## config.mk

```make
export PLATFORM = sky130hd
export DESIGN_NAME = filter_port_fifo
export DESIGN_NICKNAME = d
export VERILOG_FILES = /design/src/rtl/filter_bus_pkg.sv /design/src/rtl/filter_port_sync_fifo.sv /design/src/rtl/filter_port_fifo.sv
export SDC_FILE = /design/constraint.sdc
export NUM_CORES = 1
export LEC_CHECK = 0
export ABC_AREA = 1
export ABC_CLOCK_PERIOD_IN_PS = 3600
export CORE_MARGIN = 2
export CORE_UTILIZATION = 35
export DETAILED_ROUTE_END_ITERATION = 8
export GPL_TIMING_DRIVEN = 1
export HOLD_SLACK_MARGIN = 0.05
export SLEW_MARGIN = 20
export SYNTH_ARGS = -nofsm -noshare
export SYNTH_HDL_FRONTEND = slang
export SYNTH_SLANG_ARGS = --single-unit
export TNS_END_PERCENT = 10
```

## constraint.sdc

```tcl
create_clock -name clk -period 3.6 [get_ports clk]
set_input_delay 0.54 -clock clk [delete_from_list [all_inputs] [get_ports clk]]
set_output_delay 0.54 -clock clk [all_outputs]
set_load 0.02 [all_outputs]
```

## src/rtl/filter_bus_pkg.sv

```systemverilog
// +------------------------------------------------------------------+
// | filter_bus_pkg: defaults and filter IDs shared by the bus        |
// | controller and the filter ports.                    Rev 1.0      |
// +------------------------------------------------------------------+
`default_nettype none

package filter_bus_pkg;

  localparam int DATA_W_DEF     = 32;
  localparam int FIFO_DEPTH_DEF = 8;

  typedef enum logic [1:0] {
    FILTER_FFT = 2'd0,
    FILTER_FIR = 2'd1,
    FILTER_IIR = 2'd2
  } filter_id_e;

endpackage

`default_nettype wire

```

## src/rtl/filter_port_sync_fifo.sv

```systemverilog
// +------------------------------------------------------------------+
// | filter_port_sync_fifo: single-clock FIFO with registered pop     |
// | data, registered full/empty/level and reject strobes. Rev 1.0    |
// +------------------------------------------------------------------+
`default_nettype none

module filter_port_sync_fifo #(
  parameter int DATA_W = 32,
  parameter int DEPTH  = 8
) (
  input  logic                     clk,
  input  logic                     rst_n,
  input  logic                     push,
  input  logic [DATA_W-1:0]        push_data,
  input  logic                     pop,
  output logic [DATA_W-1:0]        pop_data,
  output logic                     full,
  output logic                     empty,
  output logic [$clog2(DEPTH):0]   level,
  output logic                     push_rej,
  output logic                     pop_rej
);

  localparam int AW = $clog2(DEPTH);
  localparam logic [AW:0]   c_full_lvl = (AW+1)'(DEPTH);
  localparam logic [AW:0]   c_lvl_one  = (AW+1)'(1);
  localparam logic [AW-1:0] c_ptr_one  = AW'(1);

  logic [DATA_W-1:0] r_mem [DEPTH];
  logic [AW-1:0]     r_wr_ptr;
  logic [AW-1:0]     r_rd_ptr;
  logic [AW:0]       w_level_nxt;
  logic              w_push_ok;
  logic              w_pop_ok;

  // Accept decisions use only pre-edge registered flags.
  assign w_push_ok = push & ~full;
  assign w_pop_ok  = pop & ~empty;
  assign push_rej  = push & full;
  assign pop_rej   = pop & empty;

  always_comb begin
    w_level_nxt = level;
    if (w_push_ok && !w_pop_ok) begin
      w_level_nxt = level + c_lvl_one;
    end else if (w_pop_ok && !w_push_ok) begin
      w_level_nxt = level - c_lvl_one;
    end
  end

  always_ff @(posedge clk or negedge rst_n) begin
    if (!rst_n) begin
      r_wr_ptr <= '0;
      r_rd_ptr <= '0;
      level    <= '0;
      full     <= 1'b0;
      empty    <= 1'b1;
      pop_data <= '0;
    end else begin
      if (w_push_ok) begin
        r_wr_ptr <= r_wr_ptr + c_ptr_one;
      end
      if (w_pop_ok) begin
        r_rd_ptr <= r_rd_ptr + c_ptr_one;
        pop_data <= r_mem[r_rd_ptr];
      end
      level <= w_level_nxt;
      full  <= (w_level_nxt == c_full_lvl);
      empty <= (w_level_nxt == '0);
    end
  end

  // Storage is not reset; the pointers alone define what is valid.
  always_ff @(posedge clk) begin
    if (w_push_ok) begin
      r_mem[r_wr_ptr] <= push_data;
    end
  end

endmodule

`default_nettype wire

```

## src/rtl/filter_port_fifo.sv

```systemverilog
// +------------------------------------------------------------------+
// | filter_port_fifo: filter-side bus endpoint, ingress/egress FIFOs |
// | with sticky overflow/underflow flags.               Rev 1.0      |
// +------------------------------------------------------------------+
`default_nettype none

module filter_port_fifo
  import filter_bus_pkg::*;
#(
  parameter int DATA_W = DATA_W_DEF,
  parameter int DEPTH  = FIFO_DEPTH_DEF
) (
  input  logic                     clk,
  input  logic                     rst_n,
  input  logic                     bus_put_req,
  input  logic [DATA_W-1:0]        bus_put_data,
  output logic                     bus_full,
  input  logic                     bus_get_req,
  output logic [DATA_W-1:0]        bus_get_data,
  output logic                     bus_empty,
  input  logic                     core_rd_req,
  output logic [DATA_W-1:0]        core_rd_data,
  output logic                     core_rd_valid,
  input  logic                     core_wr_req,
  input  logic [DATA_W-1:0]        core_wr_data,
  output logic                     core_wr_ready,
  output logic [$clog2(DEPTH):0]   in_level,
  output logic [$clog2(DEPTH):0]   out_level,
  output logic                     ovf_err,
  output logic                     udf_err,
  input  logic                     clear_err
);

  logic w_in_empty;
  logic w_in_push_rej;
  logic w_in_pop_rej;
  logic w_eg_full;
  logic w_eg_push_rej;
  logic w_eg_pop_rej;
  logic w_ovf_set;
  logic w_udf_set;

  filter_port_sync_fifo #(
    .DATA_W (DATA_W),
    .DEPTH  (DEPTH)
  ) u_ingress (
    .clk       (clk),
    .rst_n     (rst_n),
    .push      (bus_put_req),
    .push_data (bus_put_data),
    .pop       (core_rd_req),
    .pop_data  (core_rd_data),
    .full      (bus_full),
    .empty     (w_in_empty),
    .level     (in_level),
    .push_rej  (w_in_push_rej),
    .pop_rej   (w_in_pop_rej)
  );

  filter_port_sync_fifo #(
    .DATA_W (DATA_W),
    .DEPTH  (DEPTH)
  ) u_egress (
    .clk       (clk),
    .rst_n     (rst_n),
    .push      (core_wr_req),
    .push_data (core_wr_data),
    .pop       (bus_get_req),
    .pop_data  (bus_get_data),
    .full      (w_eg_full),
    .empty     (bus_empty),
    .level     (out_level),
    .push_rej  (w_eg_push_rej),
    .pop_rej   (w_eg_pop_rej)
  );

  assign core_wr_ready = ~w_eg_full;
  assign w_ovf_set     = w_in_push_rej | w_eg_push_rej;
  assign w_udf_set     = w_in_pop_rej  | w_eg_pop_rej;

  // A new violation in the same cycle as clear_err must stay visible.
  always_ff @(posedge clk or negedge rst_n) begin
    if (!rst_n) begin
      ovf_err       <= 1'b0;
      udf_err       <= 1'b0;
      core_rd_valid <= 1'b0;
    end else begin
      if (w_ovf_set) begin
        ovf_err <= 1'b1;
      end else if (clear_err) begin
        ovf_err <= 1'b0;
      end
      if (w_udf_set) begin
        udf_err <= 1'b1;
      end else if (clear_err) begin
        udf_err <= 1'b0;
      end
      core_rd_valid <= core_rd_req & ~w_in_empty;
    end
  end

endmodule

`default_nettype wire
```

== Word-level counts from Yosys, hierarchy flattened ==
Memory sizes are Yosys's and may differ from the RTL's. A register that Yosys moved wholly into a read port is not among the register bits.
Cells that the tools add are included.

* Register bits: 27
* Word-level logic and storage cells: 64
* Memory bits (writable): 512
* Memories: 2
* Bits of input ports: 71

* Multiplexer cells: 11
* Reductions and logical operators: 14
* Bitwise gates (word level): 14
* Equality and inequality tests: 2
* Add/sub/neg operators: 8

{| class="wikitable"
|+ Memories
! name !! words !! bits a word !! read ports !! clocked after Yosys merged registers in !! write ports !! RTL line !! RTL
|-
| u_egress.r_mem || 8 || 32 || 1 || 1 || 1 || filter_port_sync_fifo.sv:29 || <nowiki>logic [DATA_W-1:0] r_mem [DEPTH];</nowiki>
|-
| u_ingress.r_mem || 8 || 32 || 1 || 1 || 1 || filter_port_sync_fifo.sv:29 ||
|}

{| class="wikitable"
|+ Operators by type and width
! kind !! number
|-
| $mux W4 || 4
|-
| $add A3 B1 Y3 const B || 4
|-
| $add A4 B1 Y4 const B || 2
|-
| $and A1 B1 Y1 || 8
|-
| $eq A4 B4 Y1 const B || 2
|-
| $logic_not A4 Y1 || 2
|-
| $sub A4 B1 Y4 const B || 2
|-
| $mux W1 || 7
|-
| $logic_not A1 Y1 || 6
|-
| $logic_and A1 B1 Y1 || 4
|-
| $not A1 Y1 || 4
|-
| $reduce_bool A2 Y1 || 2
|-
| $or A1 B1 Y1 || 2
|}

== Depth between registers and ports, before layout ==
* Depth after elaboration: 7
* Gate-level depth with buffers: 9

== Modules after synthesis ==
From an unflattened synthesis, not the netlist that was laid out.

* Cells, all modules: 1936
* Area, all modules: 23887.9 um2

{| class="wikitable"
|+ Modules (own cells, without submodules)
! module !! seq. area each (um2) !! area an instance (um2) !! cells each !! instances
|-
| filter_port_sync_fifo at u_egress || 8789.7 || 11892.7 || 957 || 1
|-
| filter_port_sync_fifo at u_ingress || 8789.7 || 11882.6 || 966 || 1
|-
| filter_port_fifo || 75.1 || 112.6 || 13 || 1
|}

== Worst setup path after synthesis ==
OpenSTA, ideal clock, no wires.

* Path type: register to register
* Start: register u_egress.full
* End: memory u_egress.r_mem[0][0] (enable)
* Arrival: 2.403 ns
* Data required time: 3.179 ns
* Slack: 0.776 ns
* Setup time: 0.421 ns
* Period minus slack after synthesis: 2.824 ns
* Cell stages (with the launch flop): 5
* Path through: dfrtp_1 inv_1 nand2_1 or2_2 nor2_1

* Cells in the longest elaborated chain, start to end: 4

{| class="wikitable"
|+ Ends and longest elaborated chain
! what !! RTL line !! RTL
|-
| start, declared || filter_port_sync_fifo.sv:17 || <nowiki>output logic full,</nowiki>
|-
| start signal, assigned || filter_port_sync_fifo.sv:68 || <nowiki>full <= (w_level_nxt == c_full_lvl);</nowiki>
|-
| $not A1 Y1 || -- ||
|-
| via core_wr_ready || filter_port_fifo.sv:26 || <nowiki>output logic core_wr_ready,</nowiki>
|-
| $and A1 B1 Y1 || filter_port_sync_fifo.sv:37 || <nowiki>assign w_push_ok = push & ~full;</nowiki>
|-
| $mux W1 || filter_port_sync_fifo.sv:75 || <nowiki>if (w_push_ok) begin</nowiki>
|-
| $mux W1 (not written as such) || filter_port_sync_fifo.sv:76 || <nowiki>r_mem[r_wr_ptr] <= push_data;</nowiki>
|-
| end, declared || filter_port_sync_fifo.sv:29 ||
|}

The timed path passes the listed nets, and every way through them passes these cells.

==> summary.txt <==
Clock tree
  – Num CTS Buffers: 66
  – Reg clk slew, reported paths: 0.06 ns
  – CTS Sinks: 603
  – Post-CTS setup buffers: 0
  – Clock tree from TritonCTS: done
  – Clock root cell: clkbuf_16
  – H-tree levels: 3
  – Clk buf depth: 3
  – Worst skew pair latency: 0.61 ns
  – Post-CTS resize count: 0
  – CTS Hold Bufs: 1

Power
  – Seq pwr share: 40.6%
  – Leakage: 10.15 nW
  – Clock power frac: 26.9%
  – Switch share: 35.65%
  – Net Sw Power: 0.008579 W
  – Pwr Density: 846.3 mW/mm^2
  – VDD IR max: 586.1 uV
  – Comb power frac: 32.5%
  – Internal power: 0.01548 W

STA
  – Worst setup margin: 1.136 ns
  – Pins Over Slew Limit: 0
  – Setup_tns: 0 ns
  – Final hold slack: 0.4745 ns
  – Final Skew: 0.03070 ns
  – RSZ-0062 raised after global routing: false
  – Worst-Margin Slew: 1.099 ns
  – Fmax achieved: 405.8 MHz
  – Endpoints failing setup: 0
  – Fin crit period: 2.464 ns
  – Headroom to the max-slew limit: 26.75%
  – Final number of hold-violating endpoints: 0
  – Fin crit share: 68.45%

Critical path
  – CP Depth: 7
  – Worst setup path endpoint: u_ingress.pop_data[10]
  – Critical Path RT: 4.07 ns
  – Reg-to-reg setup timing slack: 1.14 ns
  – Worst R2R Path Depth: 7
  – Cells along the critical path: inv_4 > nor2_1 > nor2_1 > o21ai_0 > nand3_1 > nand3_1 > nand2_1
  – Worst setup EP type: register
  – Reg2reg start: u_ingress.r_rd_ptr[0]
  – CP Launch Point: u_ingress.r_rd_ptr[0]
  – Buf/Inv on CP: 1
  – Crit path largest cell delay: 0.96 ns
  – R2r endpoint: u_ingress.pop_data[10]
  – Worst Setup Start Kind: register
  – Worst Path Max Fanout: 97
  – Critical-path top delay cell: dfrtp_4
  – Largest delay share family, worst path: flip-flops
  – Critical Path AT: 2.93 ns
  – WS Path Type: register to register

Synth
  – Syn_area_per_cell: 12.44 um^2
  – Top cells by area, synth: edfxtp_1, dfrtp_1, nor2_1, nand2_1, o211ai_1
  – Synth top area share: 64.36%
  – Syn_nets: 2000
  – Post-Synthesis Cells: 1921
  – Seq cells post-synth: 603
  – Cell taking the most area after synthesis: edfxtp_1
  – Netlist cell types: 28
  – Sequential share of the synthesized area: 73.90%
  – YS warnings: 0
  – Mapped Area: 0.02389 mm^2

Routing
  – Detail Route Antenna Nets: 0
  – DRT Pass-1 Iters: 5
  – Drt wl/cell: 18.65 um
  – Initial drt markers: 1052
  – Via count: 14890
  – DRC violations left: 0
  – Routed wire length: 55670 um
  – Via density: 4.987

Run
  – Max-cap viol count: 0

Final layout
  – Finished Layout Cells: 2985
  – Share of cells above drive strength 1: 8.144%
  – Layout Nets: 2140
  – Area grow syn2layout: 19.01%
  – # diodes: 0

Floorplanning
  – Chip height: 265.3 um
  – Floorplan row count: 95
  – Top Ports: 149
  – Die ar.: 0.07036 mm^2
  – Core Region: 0.06740 mm^2
  – Initial Utilization: 35.45%
  – Die W: 265.3 um

Global routing
  – First-pass GRT wire length: 86350 um
  – Initial antenna violation count: 5
  – Largest net degree at the start of global routing: 162
  – GRT Total Usage: 15.87%
  – Vias in the first global route: 14720
  – Total global routing overflow: 0

Run status
  – Outcome: finished clean

Placed design
  – DP Wirelength: 30860 um
  – Placed insts: 2865
  – Place WS: 0.7841 ns
  – IO Port Bufs: 148
  – Final GP Congestion: 0.7637

Worst hold path
  – Hold WC Path Type: register to register
-- area by class of cell --
type                            instances  area, um^2
Fill cell                            6083       38970
Timing Repair Buffer                  183        1832
Sequential cell                       603       17660
Tap cell                              873        1092
Clock buffer                           97        1872
Inverter                              100       380.4
Clock inverter                         22       205.2
Multi-Input combinational cell       1107        5384
-- power by group through the flow --
stage	Combinational [W]	Sequential, W	Clock, W
after floorplan	0.00473	0.0102	0
after global placement	0.00776	0.00984	0
after detailed placement	0.00790	0.00989	0
after CTS	0.00794	0.00976	0.00661
after global routing	0.00868	0.00989	0.00689
final	0.00782	0.00976	0.00648
-- cells in the mapped netlist, drive strengths merged --
cell type  number
edfxtp        512
nor2          352
nand2         264
o21ai         197
nand3         144
o211ai        128
inv           100
dfrtp          89
buf            69
clkbuf         42
ha              8
xor2            8
dfstp           2
nor3            2
o221ai          2
or2             2
-- stage by stage --
| step | cell area, um^2 | util, % | power [W] |
|---|---|---|---|
| final | 28430 | 42.18 | 0.02406 |
| after global placement | 26340 | 39.09 | 0.01760 |
| after detailed placement | 26340 | 39.09 | 0.01779 |
| after floorplan | 23890 | - | 0.01489 |
| after CTS | 28430 | 42.18 | 0.02432 |
| after global routing | 28430 | 42.18 | 0.02546 |
-- worst min-delay path by stage --
| stage | end | start | cells past startpoint | slack [ns] |
|---|---|---|---|---|
| global route | u_ingress.pop_data[25] | u_ingress.pop_data[25] | 2 | 0.49 |
| global placement | u_ingress.pop_data[27] | u_ingress.pop_data[27] | 2 | 0.46 |
| detailed placement | u_egress.pop_data[13] | u_egress.pop_data[13] | 2 | 0.46 |
| CTS | u_egress.pop_data[13] | u_egress.pop_data[13] | 2 | 0.48 |
| floorplan | core_rd_valid | rst_n | 0 | 0.24 |
| finish | u_ingress.pop_data[31] | u_ingress.pop_data[31] | 2 | 0.47 |
-- placed cells by master (no fill, tap or decap), drive strengths merged --
master and count:
dlygate4sd3 1, clkinv 12, bufinv 2, dfstp 2
nor2 352, inv 105, nor3 2, o211ai 128
o21ai 197, ha 8, buf 35, xor2 8
nand3 144, or2 2, o221ai 2, clkdlybuf4s50 147
clkinvlp 3, nand2 264, edfxtp 512, clkbuf 97
dfrtp 89
-- worst register-to-register path: stages, from the launching register on --
cell	delay, ns
dfrtp_4	0.96
inv_4	0.58
nor2_1	0.31
nor2_1	0.05
o21ai_0	0.10
nand3_1	0.09
nand3_1	0.19
nand2_1	0.08
-- layer usage --
metal  vias to the layer above  track usage [%]  share of wire [%]
li1                       7056                -                  -
met1                      7378            20.91                 45
met2                       354            26.27                 48
met3                        88            3.462                5.1
met4                        10            4.886                2.2
met5                         -                0               0.10
-- sequential cells by signal, summed over array words and instances, names as in the netlist, 3 cells and up --
signal / flops
u_egress.pop_data: 32
u_ingress.r_mem: 256
u_ingress.pop_data: 32
u_egress.r_rd_ptr: 3
u_egress.r_mem: 256
u_ingress.r_wr_ptr: 3
u_egress.level: 4
u_ingress.r_rd_ptr: 3
u_ingress.level: 4
u_egress.r_wr_ptr: 3
-- cells by family after synthesis --
kind of cell / count (synthesis) / synth area share (%)
compound gates: 327 / 8.223
fa+ha+maj: 8 / 0.4190
simple gates: 764 / 13.08
buf+inv: 211 / 4.085
xor+xnor: 8 / 0.2933
flops: 603 / 73.90
Power figures use the tool's default switching activity.
